===== src/rtl/alu16_accum_datapath.sv =====
// ---------------------------------------------------------------------------
// alu16_accum_datapath
// WIDTH-bit combinational ALU (12 operations) feeding an accumulator register
// with registered carry and signed-overflow flags. The one-hot decode of the
// opcode is exported combinationally.
//
// Ports:
//   clk       rising-edge clock
//   rst_n     asynchronous active-low reset
//   a         operand A (sole operand for NOT / shifts)
//   b         operand B
//   opcode    4-bit operation code
//   select    12-bit one-hot operation decode (combinational from opcode)
//   result    accumulator register
//   carry     registered carry-out of ADD/SUB (1 = no borrow for SUB)
//   overflow  registered signed overflow of ADD/SUB
// ---------------------------------------------------------------------------
module alu16_accum_datapath #(
  parameter int unsigned WIDTH = 16
) (
  input  logic             clk,
  input  logic             rst_n,
  input  logic [WIDTH-1:0] a,
  input  logic [WIDTH-1:0] b,
  input  logic [3:0]       opcode,
  output logic [11:0]      select,
  output logic [WIDTH-1:0] result,
  output logic             carry,
  output logic             overflow
);

  localparam int unsigned SUM_W = WIDTH + 1;
  localparam int unsigned SEL_W = 12;

  localparam logic [3:0] OP_AND   = 4'b0000;
  localparam logic [3:0] OP_OR    = 4'b0001;
  localparam logic [3:0] OP_NOT   = 4'b0010;
  localparam logic [3:0] OP_XOR   = 4'b0011;
  localparam logic [3:0] OP_NAND  = 4'b0100;
  localparam logic [3:0] OP_NOR   = 4'b0101;
  localparam logic [3:0] OP_XNOR  = 4'b0110;
  localparam logic [3:0] OP_ADD   = 4'b1000;
  localparam logic [3:0] OP_SUB   = 4'b1001;
  localparam logic [3:0] OP_SHR   = 4'b1010;
  localparam logic [3:0] OP_SHL   = 4'b1011;

  logic [WIDTH-1:0] result_q, result_d;
  logic             carry_q, carry_d;
  logic             overflow_q, overflow_d;

  logic             is_sub;
  logic [WIDTH-1:0] b_eff;
  logic [WIDTH:0]   sum;
  logic             add_ovf;
  logic [SEL_W-1:0] select_d;

  // Opcode decode; every unused code folds onto the CLEAR bit so select stays one-hot
  always_comb begin
    select_d = '0;
    case (opcode)
      OP_AND:  select_d[0]  = 1'b1;
      OP_OR:   select_d[1]  = 1'b1;
      OP_NOT:  select_d[2]  = 1'b1;
      OP_XOR:  select_d[3]  = 1'b1;
      OP_NAND: select_d[4]  = 1'b1;
      OP_NOR:  select_d[5]  = 1'b1;
      OP_XNOR: select_d[6]  = 1'b1;
      OP_ADD:  select_d[7]  = 1'b1;
      OP_SUB:  select_d[8]  = 1'b1;
      OP_SHR:  select_d[9]  = 1'b1;
      OP_SHL:  select_d[10] = 1'b1;
      default: select_d[11] = 1'b1;
    endcase
  end

  assign select = select_d;

  // Shared adder: SUB is a + ~b + 1, so one carry chain serves both
  assign is_sub  = (opcode == OP_SUB);
  assign b_eff   = is_sub ? ~b : b;
  assign sum     = {1'b0, a} + {1'b0, b_eff} + SUM_W'(is_sub);
  assign add_ovf = (a[WIDTH-1] == b_eff[WIDTH-1]) && (sum[WIDTH-1] != a[WIDTH-1]);

  // ALU result and flags presented to the accumulator
  always_comb begin
    result_d   = '0;
    carry_d    = 1'b0;
    overflow_d = 1'b0;
    case (opcode)
      OP_AND:  result_d = a & b;
      OP_OR:   result_d = a | b;
      OP_NOT:  result_d = ~a;
      OP_XOR:  result_d = a ^ b;
      OP_NAND: result_d = ~(a & b);
      OP_NOR:  result_d = ~(a | b);
      OP_XNOR: result_d = ~(a ^ b);
      OP_ADD, OP_SUB: begin
        result_d   = sum[WIDTH-1:0];
        carry_d    = sum[WIDTH];
        overflow_d = add_ovf;
      end
      OP_SHR:  result_d = {1'b0, a[WIDTH-1:1]};
      OP_SHL:  result_d = {a[WIDTH-2:0], 1'b0};
      default: result_d = '0;
    endcase
  end

  // Accumulator and flag registers
  always_ff @(posedge clk or negedge rst_n) begin
    if (!rst_n) begin
      result_q   <= '0;
      carry_q    <= 1'b0;
      overflow_q <= 1'b0;
    end else begin
      result_q   <= result_d;
      carry_q    <= carry_d;
      overflow_q <= overflow_d;
    end
  end

  assign result   = result_q;
  assign carry    = carry_q;
  assign overflow = overflow_q;

endmodule


===== config.mk =====
export PLATFORM = sky130hd
export DESIGN_NAME = alu16_accum_datapath
export DESIGN_NICKNAME = d
export VERILOG_FILES = /design/src/rtl/alu16_accum_datapath.sv
export SDC_FILE = /design/constraint.sdc
export NUM_CORES = 1
export LEC_CHECK = 0
export BUFFER_PORTS_ARGS = -buffer_cell sky130_fd_sc_hd__buf_4
export CAP_MARGIN = 0
export CORE_MARGIN = 10
export CORE_UTILIZATION = 45
export DETAILED_ROUTE_END_ITERATION = 8
export PLACE_DENSITY_LB_ADDON = 0.1
export SYNTH_ARGS = -nofsm -noshare
export SYNTH_HDL_FRONTEND = slang
export SYNTH_SLANG_ARGS = --single-unit

===== constraint.sdc =====
create_clock -name clk -period 2.6 [get_ports clk]
set_input_delay 0.78 -clock clk [delete_from_list [all_inputs] [get_ports clk]]
set_output_delay 0.78 -clock clk [all_outputs]
set_load 0.01 [all_outputs]

== After elaboration in Yosys (flattened, before gate mapping) ==
Cells that the tools add are included.
Storage, ports and cells
  input bits: 38
  output and inout bits: 30
  bits in registers: 18
  logic and storage cells: 45
Cells by class
  add/sub/neg operators: 2
  equality and inequality tests: 12
  mux-type cells: 16
  bitwise gates (word level): 8
  reduce and logical (&&, ||, !) cells: 4
Operator list (count)
  16-bit one-hot mux with 10 select lines: 1
  16-bit inverter: 5
  16-bit by 16-bit adder with 17-bit output: 1
  17-bit by 1-bit adder with 17-bit output: 1
  16-bit bitwise AND: 1
  4-bit equality test, second input constant: 4
  16-bit two-way mux: 1
  16-bit bitwise OR: 1
  16-bit bitwise XOR: 1
  1-bit two-way mux: 14
  4-bit by 3-bit equality test with 1-bit output, second input constant: 3
  11-bit OR reduction: 1
  4-bit by 2-bit equality test with 1-bit output, second input constant: 2
  4-bit by 1-bit equality test with 1-bit output, second input constant: 1
  4-bit zero test: 1
  2-bit OR reduction: 1
  1-bit equality test: 1
  1-bit logical AND: 1
  1-bit != test: 1

== Logic depth before layout (Yosys ltp) ==
Gate-level depths: netlist of run 1.
  word-level depth: 7
  gate-level depth with buffers: 12
  depth with buffers taken out: 9

== Least setup slack after synthesis of run 1 ==
No wires, ideal clock.
  path kind: input to register
  from: input port opcode[1]
  to: register result_q[11] (netlist: result[11])
  stages on the path: 11
  required time: 2482 ps
  path buffers: 2
  path slack: -779 ps
  data arrival time: 3261 ps
  setup time: 118 ps
  cell sequence: nor4bb_1 buf_4 buf_1 xnor2_1 ha_1 a21oi_1 a21boi_0 a31oi_1 a211o_1 xor2_1 a21o_1
On the way
  cells in the longest elaborated chain, start to end: 5
  elaborated cells between the ends (all ways): 16
  classes of those cells: add/sub: 2; eq/ne: 10; mux: 2; reduce/logical: 2
Ends and longest elaborated chain
  start, declared: line 25  | input logic [3:0] opcode,
  4-bit equality test (*): line 79  | assign is_sub = (opcode == OP_SUB);
  named net is_sub: line 51  | logic is_sub;
  16-bit two-way mux: line 80  | assign b_eff = is_sub ? ~b : b;
  16-bit by 16-bit adder with 17-bit output: line 81  | assign sum = {1'b0, a} + {1'b0, b_eff} + SUM_W'(is_sub);
  17-bit by 1-bit adder with 17-bit output: line 81
  16-bit one-hot mux with 10 select lines (*): line 89  | case (opcode)
  named net result_d[11]: line 47  | logic [WIDTH-1:0] result_q, result_d;
  end signal, assigned: line 115  | result_q <= result_d;
  end, declared: line 47
Mark *: on every way through the listed nets, which the timed path passes. The rest lies on a longest branch.

== Worst setup path after layout of run 1 ==
  from: input port opcode[2]
  to: register result_q[15] (netlist: result[15])
On the way
  cells in the longest elaborated chain, start to end: 5
  elaborated cells between the ends (all ways): 16
  classes of those cells: add/sub: 2; eq/ne: 10; mux: 2; reduce/logical: 2
Ends and longest elaborated chain (line)
  4-bit equality test: 79, 89
  16-bit two-way mux: 80
  16-bit by 16-bit adder with 17-bit output: 81
  17-bit by 1-bit adder with 17-bit output: 81
  16-bit one-hot mux with 10 select lines (*): 89
  named net result_d[15]: 47
Marked as above.

==> impl_metrics.py, run 1 <==
metrics = {
    "placed_design": {
        "pre_cts_slack_ns": -0.663,
        "place_area_sq_mm": 0.00450,
        "dp_cells": 647,
        "portBuffers": 67,
        "gp_congestion": 0.877,
        "dp_hpwl_um": 8520,
    },
    "worst_hold_path": {
        "hold_class": "primary input to asynchronous set/reset pin",
    },
    "clock_network": {
        "cts_tree": "yes",
        "path_clk_slew_ns": 0.09,
        "clock_sinks": 18,
        "root_buffer": "clkbuf_8",
        "ctsHoldBuffers": 0,
        "numCtsBuffers": 3,
        "cts-htree-levels": 1,
        "clk_path_buf_depth": 2,
    },
    "sta": {
        "period_share_pct": 113,
        "worst_slack_ns": -0.344,
        "worst_hold_slack_ns": 0.383,
        "max_freq_mhz": 340,
        "finalCriticalPeriod_ns": 2.94,
        "slew_violations": 0,
        "finalSetupViolCount": 13,
        "rsz0062_at_grt": "yes",
        "tightest_slew_ns": 0.496,
        "hold_violations": 0,
        "slew_headroom_pct": 66.1,
        "fin_setup_tns_ns": -3.33,
    },
    "detailed_routing": {
        "drc": 0,
        "vias_per_cell": 5.72,
        "first_iter_violations": 283,
        "wire_per_inst_um": 19.2,
        "wl_um": 12800,
        "vias": 3834,
        "ant_nets": 0,
        "dr.pass1.iters": 5,
    },
    "global_route": {
        "grt_overflow": 0,
        "grt_usage_pct": 19.9,
        "antenna_found_initial": 0,
        "grt_max_degree": 41,
        "first_global_vias": 3698,
        "grt_pass1_wl_um": 18400,
    },
    "yosys": {
        "yosys-top-cells-area": "ha_1 19%, dfrtp_1 14%, xnor2_1 8.5%",
        "yosysTopAreaCellShare_pct": 19.0,
        "syn_inst": 426,
        "yosysMostFrequentCell": "ha_1",
        "synth-seq-area-share_pct": 13.7,
        "avgSynthCellArea_sq_um": 7.71,
        "synth-edff-count": 0,
        "synth_seq_cells": 18,
        "yosysWarnings": 0,
        "netlist-cell-type-count": 57,
        "ys_top_cells_by_count": "50 x ha_1, 45 x inv_1, 36 x o21ai_0",
        "syn_area_sq_mm": 0.00329,
        "syn-num-nets": 515,
        "synthFlopType": "dfrtp_1",
        "async_reset_ff_share_pct": 100,
        "synth_top_area_cell": "ha_1",
    },
    "finish": {
        "design_area_sq_mm": 0.00515,
        "synthToLayoutAreaGrowth_pct": 56.9,
        "fin_cells": 670,
        "final_util_pct": 71.8,
        "diodes": 0,
        "fillers": 564,
        "layout-drive-gt1-share_pct": 40.8,
        "finalNetCount": 662,
    },
    "floorplan": {
        "pin_count": 68,
        "die_width_um": 105,
        "rows": 31,
        "start_util_pct": 45.8,
        "core-area_sq_mm": 0.00718,
        "fp.dieH_um": 105,
        "die-area_sq_mm": 0.0111,
    },
    "setup_path": {
        "cp-start-kind": "primary input",
        "end_kind": "register",
        "required_ns": 2.79,
        "cp_max_fo": 6,
        "arrival_ns": 3.13,
        "timing_worst_setup_path_type": "primary input to register",
    },
    "job": {
        "maxCapViolations": 0,
    },
    "pwr": {
        "leakage_nw": 2.50,
        "p_total_mw": 1.61,
        "power_density_mw_per_mm2": 313,
        "vdd_drop_max_mv": 0.167,
    },
    "run_status": {
        "violations": "negative setup slack",
        "status": "complete, but fails checks",
    },
}
what timing repair did:
action	CTS	global route
resized for setup	30	50
gates cloned	1	2
pin swaps	11	29
setup endpoints to repair	20	21
buffers inserted	6	11
final cells by class:
class	instances	area (sq um)	area share, %
multi-input cells	337	2930	56.9
repair buffers	167	1440	27.8
flip-flops and latches	18	450	8.74
inverters	46	173	3.35
well taps	99	124	2.40
clock buffers	3	41.3	0.801
worst max-delay path, cell delays in order:
cell and delay (ns):
buf_6 0.10, nor4bb_4 0.32, buf_12 0.16, buf_4 0.13, xnor2_4 0.13, ha_4 0.23, and3_4 0.15, o21ai_4 0.23
a311oi_2 0.15, buf_4 0.19, o2111ai_4 0.23, a21boi_2 0.09, o31ai_2 0.24
layout by cell type, fill, tap and decap left out, drive strengths merged, types with 4 or more instances in the layout:
| master | instances |
|---|---|
| dfrtp | 18 |
| ha | 50 |
| nand3 | 6 |
| nand2 | 28 |
| nor2 | 24 |
| o21ai | 39 |
| nor2b | 10 |
| clkbuf | 5 |
| a222oi | 8 |
| o211ai | 8 |
| nor4 | 4 |
| xnor2 | 32 |
| mux2i | 20 |
| inv | 46 |
| nor3 | 11 |
| xor2 | 12 |
| a21o | 5 |
| a21oi | 24 |
| buf | 165 |
| nand2b | 6 |
sequential cells by signal, summed over array words and instances, names as in the netlist:
signal and cells:
overflow 1, result 16, carry 1
kinds of logic (layout without fill, tap and decap cells):
group / after synthesis / after routing / synth area share [%]
AO/OA/AOI/OAI: 118 / 118 / 24.3
XOR/XNOR: 44 / 44 / 11.7
adder cells (fa/ha/maj): 51 / 51 / 19.6
buffers and inverters: 71 / 216 / 8.57
flip-flops: 18 / 18 / 13.7
multiplexers: 21 / 21 / 6.44
AND/OR/NAND/NOR: 103 / 103 / 15.6
power by group:
part           leakage, nW  total, mW  switching (mW)  internal (mW)
clock network       0.0216      0.230           0.126          0.104
registers            0.230      0.328          0.0127          0.316
logic                 2.25       1.05           0.521          0.534
total                 2.50       1.61           0.659          0.953
how the worst max path moves through the flow:
stage              start         end  slack, ns  depth (start not counted)
2_1_floorplan  opcode[1]  result[11]      -0.29                         10
3_3_place_gp   opcode[1]    overflow      -0.63                         12
3_5_place_dp   opcode[1]    overflow      -0.66                         12
4_1_cts        opcode[1]  result[15]      -0.26                         13
5_1_grt        opcode[2]  result[15]      -0.43                         13
6_report       opcode[2]  result[15]      -0.34                         13
per-layer routing:
| layer | track usage [%] | part of all wire [%] |
|---|---|---|
| met4 | 4.22 | 2.4 |
| met2 | 35.7 | 50 |
| met3 | 3.05 | 7.7 |
| met1 | 24.4 | 40 |
| met5 | 0 | 0 |
No activity file was read; power rests on OpenSTA's default activity.
==> inputs of run 2 (changes only) <==
==> constraint.sdc (replaced) <==
create_clock -name clk -period 2.6 [get_ports clk]
set_input_delay 0.78 -clock clk [delete_from_list [all_inputs] [get_ports clk]]
set_output_delay 0.78 -clock clk [all_outputs]
set_load 0.02 [all_outputs]
==> impl_metrics.py, run 2 (synthesis results as in run 1) <==
metrics = {
    "run_status": {
        "status": "complete, but fails checks",
        "violations": "negative setup slack",
    },
    "setup_path": {
        "timing_worst_setup_path_type": "primary input to register",
        "arrival_ns": 3.02,
        "end_kind": "register",
        "required_ns": 2.74,
        "cp_max_fo": 5,
        "cp-start-kind": "primary input",
    },
    "finish": {
        "largest_reg_flops": 16,
        "diodes": 0,
        "final_common_cell": "buf_4",
        "finalNetCount": 670,
        "layout_common_cells": "151 x buf_4, 44 x inv_1, 39 x ha_1",
        "final_util_pct": 74.7,
        "synthToLayoutAreaGrowth_pct": 63.2,
        "layout-drive-gt1-share_pct": 43.1,
        "fillers": 531,
        "multi_input_area_sq_mm": 0.00306,
        "regArea_sq_um": 450,
        "fin_cells": 679,
    },
    "detailed_routing": {
        "drc": 0,
        "wl_um": 12600,
        "wire_per_inst_um": 18.6,
        "vias_per_cell": 5.68,
        "dr.pass1.iters": 5,
        "ant_nets": 0,
        "first_iter_violations": 282,
        "vias": 3856,
    },
    "clock_network": {
        "cts-htree-levels": 1,
        "clk_path_buf_depth": 2,
        "root_buffer": "clkbuf_8",
        "cts_tree": "yes",
        "clock_sinks": 18,
        "numCtsBuffers": 3,
        "path_clk_slew_ns": 0.10,
        "ctsHoldBuffers": 0,
    },
    "global_route": {
        "gr-usage-met1_pct": 25.5,
        "globalRouteMet2Util_pct": 35.7,
        "antenna_found_initial": 0,
        "grt_overflow": 0,
        "grt_max_degree": 41,
        "first_global_vias": 3841,
        "top_usage_layer": "met2",
        "grt_usage_pct": 20.6,
        "grt_pass1_wl_um": 19200,
        "use_met3_pct": 2.98,
    },
    "floorplan": {
        "rows": 31,
        "die_width_um": 105,
        "core-area_sq_mm": 0.00718,
        "die-area_sq_mm": 0.0111,
        "pin_count": 68,
        "start_util_pct": 45.8,
        "fp.dieH_um": 105,
    },
    "sta": {
        "slew_headroom_pct": 72.3,
        "finalCriticalPeriod_ns": 2.87,
        "period_share_pct": 110,
        "rsz0062_at_grt": "yes",
        "worst_slack_ns": -0.272,
        "finalSetupViolCount": 16,
        "tightest_slew_ns": 0.406,
        "slew_violations": 0,
        "max_freq_mhz": 348,
        "hold_violations": 0,
        "worst_hold_slack_ns": 0.374,
    },
    "pwr": {
        "leakage_nw": 2.56,
        "vdd_drop_max_mv": 0.193,
        "power_density_mw_per_mm2": 323,
        "p_total_mw": 1.73,
    },
    "placed_design": {
        "dp_hpwl_um": 8620,
        "dp_cells": 651,
        "pre_cts_slack_ns": -0.636,
        "portBuffers": 67,
        "gp_congestion": 0.913,
    },
    "worst_hold_path": {
        "hold_class": "primary input to asynchronous set/reset pin",
    },
    "job": {
        "maxCapViolations": 0,
    },
}
run 2: changes by cell type in the layout (fill, tap and decap cells not counted), sizes merged:
| cell | before | now |
|---|---|---|
| clkbuf | 5 | 6 |
| buf | 165 | 172 |
| bufbuf | 0 | 1 |
run 2: worst max path at each step:
stage / startpoint / cells past startpoint / end / slack, ns
after global routing: opcode[1] / 12 / result[15] / -0.42
after CTS: opcode[2] / 12 / result[15] / -0.35
after global placement: opcode[1] / 12 / result[15] / -0.58
after detailed placement: opcode[1] / 12 / result[15] / -0.64
after floorplan: opcode[1] / 10 / result[11] / -0.29
final: opcode[3] / 13 / result[14] / -0.27
run 2: timing repair:
action                     CTS  global route
pin swaps                   39            30
buffers inserted            12            13
resized for setup           66            42
gates cloned                 2             1
setup endpoints to repair   22            21
run 2: layout make-up:
class / instances / share of cell area [%]
multi-input combinational: 337 / 57.1
timing repair buffer: 175 / 27.9
inverter: 46 / 3.27
sequential: 18 / 8.40
tap: 99 / 2.31
clock buffer: 4 / 1.03
run 2: worst max-delay path, cell delays in order:
cell	delay, ns
buf_6	0.09
nor4bb_4	0.16
buf_4	0.14
clkbuf_16	0.15
mux2_4	0.26
fa_2	0.37
a21o_1	0.19
and4_1	0.17
o211ai_1	0.17
buf_4	0.19
o211ai_1	0.11
mux2i_1	0.17
o21ai_1	0.07
run 2: stage by stage:
step | instance area [sq um] | TNS [ns]
after floorplan | 3410 | -2.70
after global placement | 4550 | -8.92
after detailed placement | 4550 | -9.36
after CTS | 5070 | -2.89
after global routing | 5360 | -4.72
final | 5360 | -2.76
run 2: metal layers:
metal / vias to the layer above / share of wire (%)
met4: 0 / 3.3
met3: 32 / 6.3
met5: - / 0
met2: 164 / 51
met1: 1832 / 40
li1: 1828 / -
run 2: report_power, final:
| group | total, mW | switching [mW] | internal [mW] |
|---|---|---|---|
| logic | 1.13 | 0.572 | 0.559 |
| registers | 0.326 | 0.0109 | 0.315 |
| clock network | 0.276 | 0.140 | 0.136 |
| total | 1.73 | 0.723 | 1.01 |
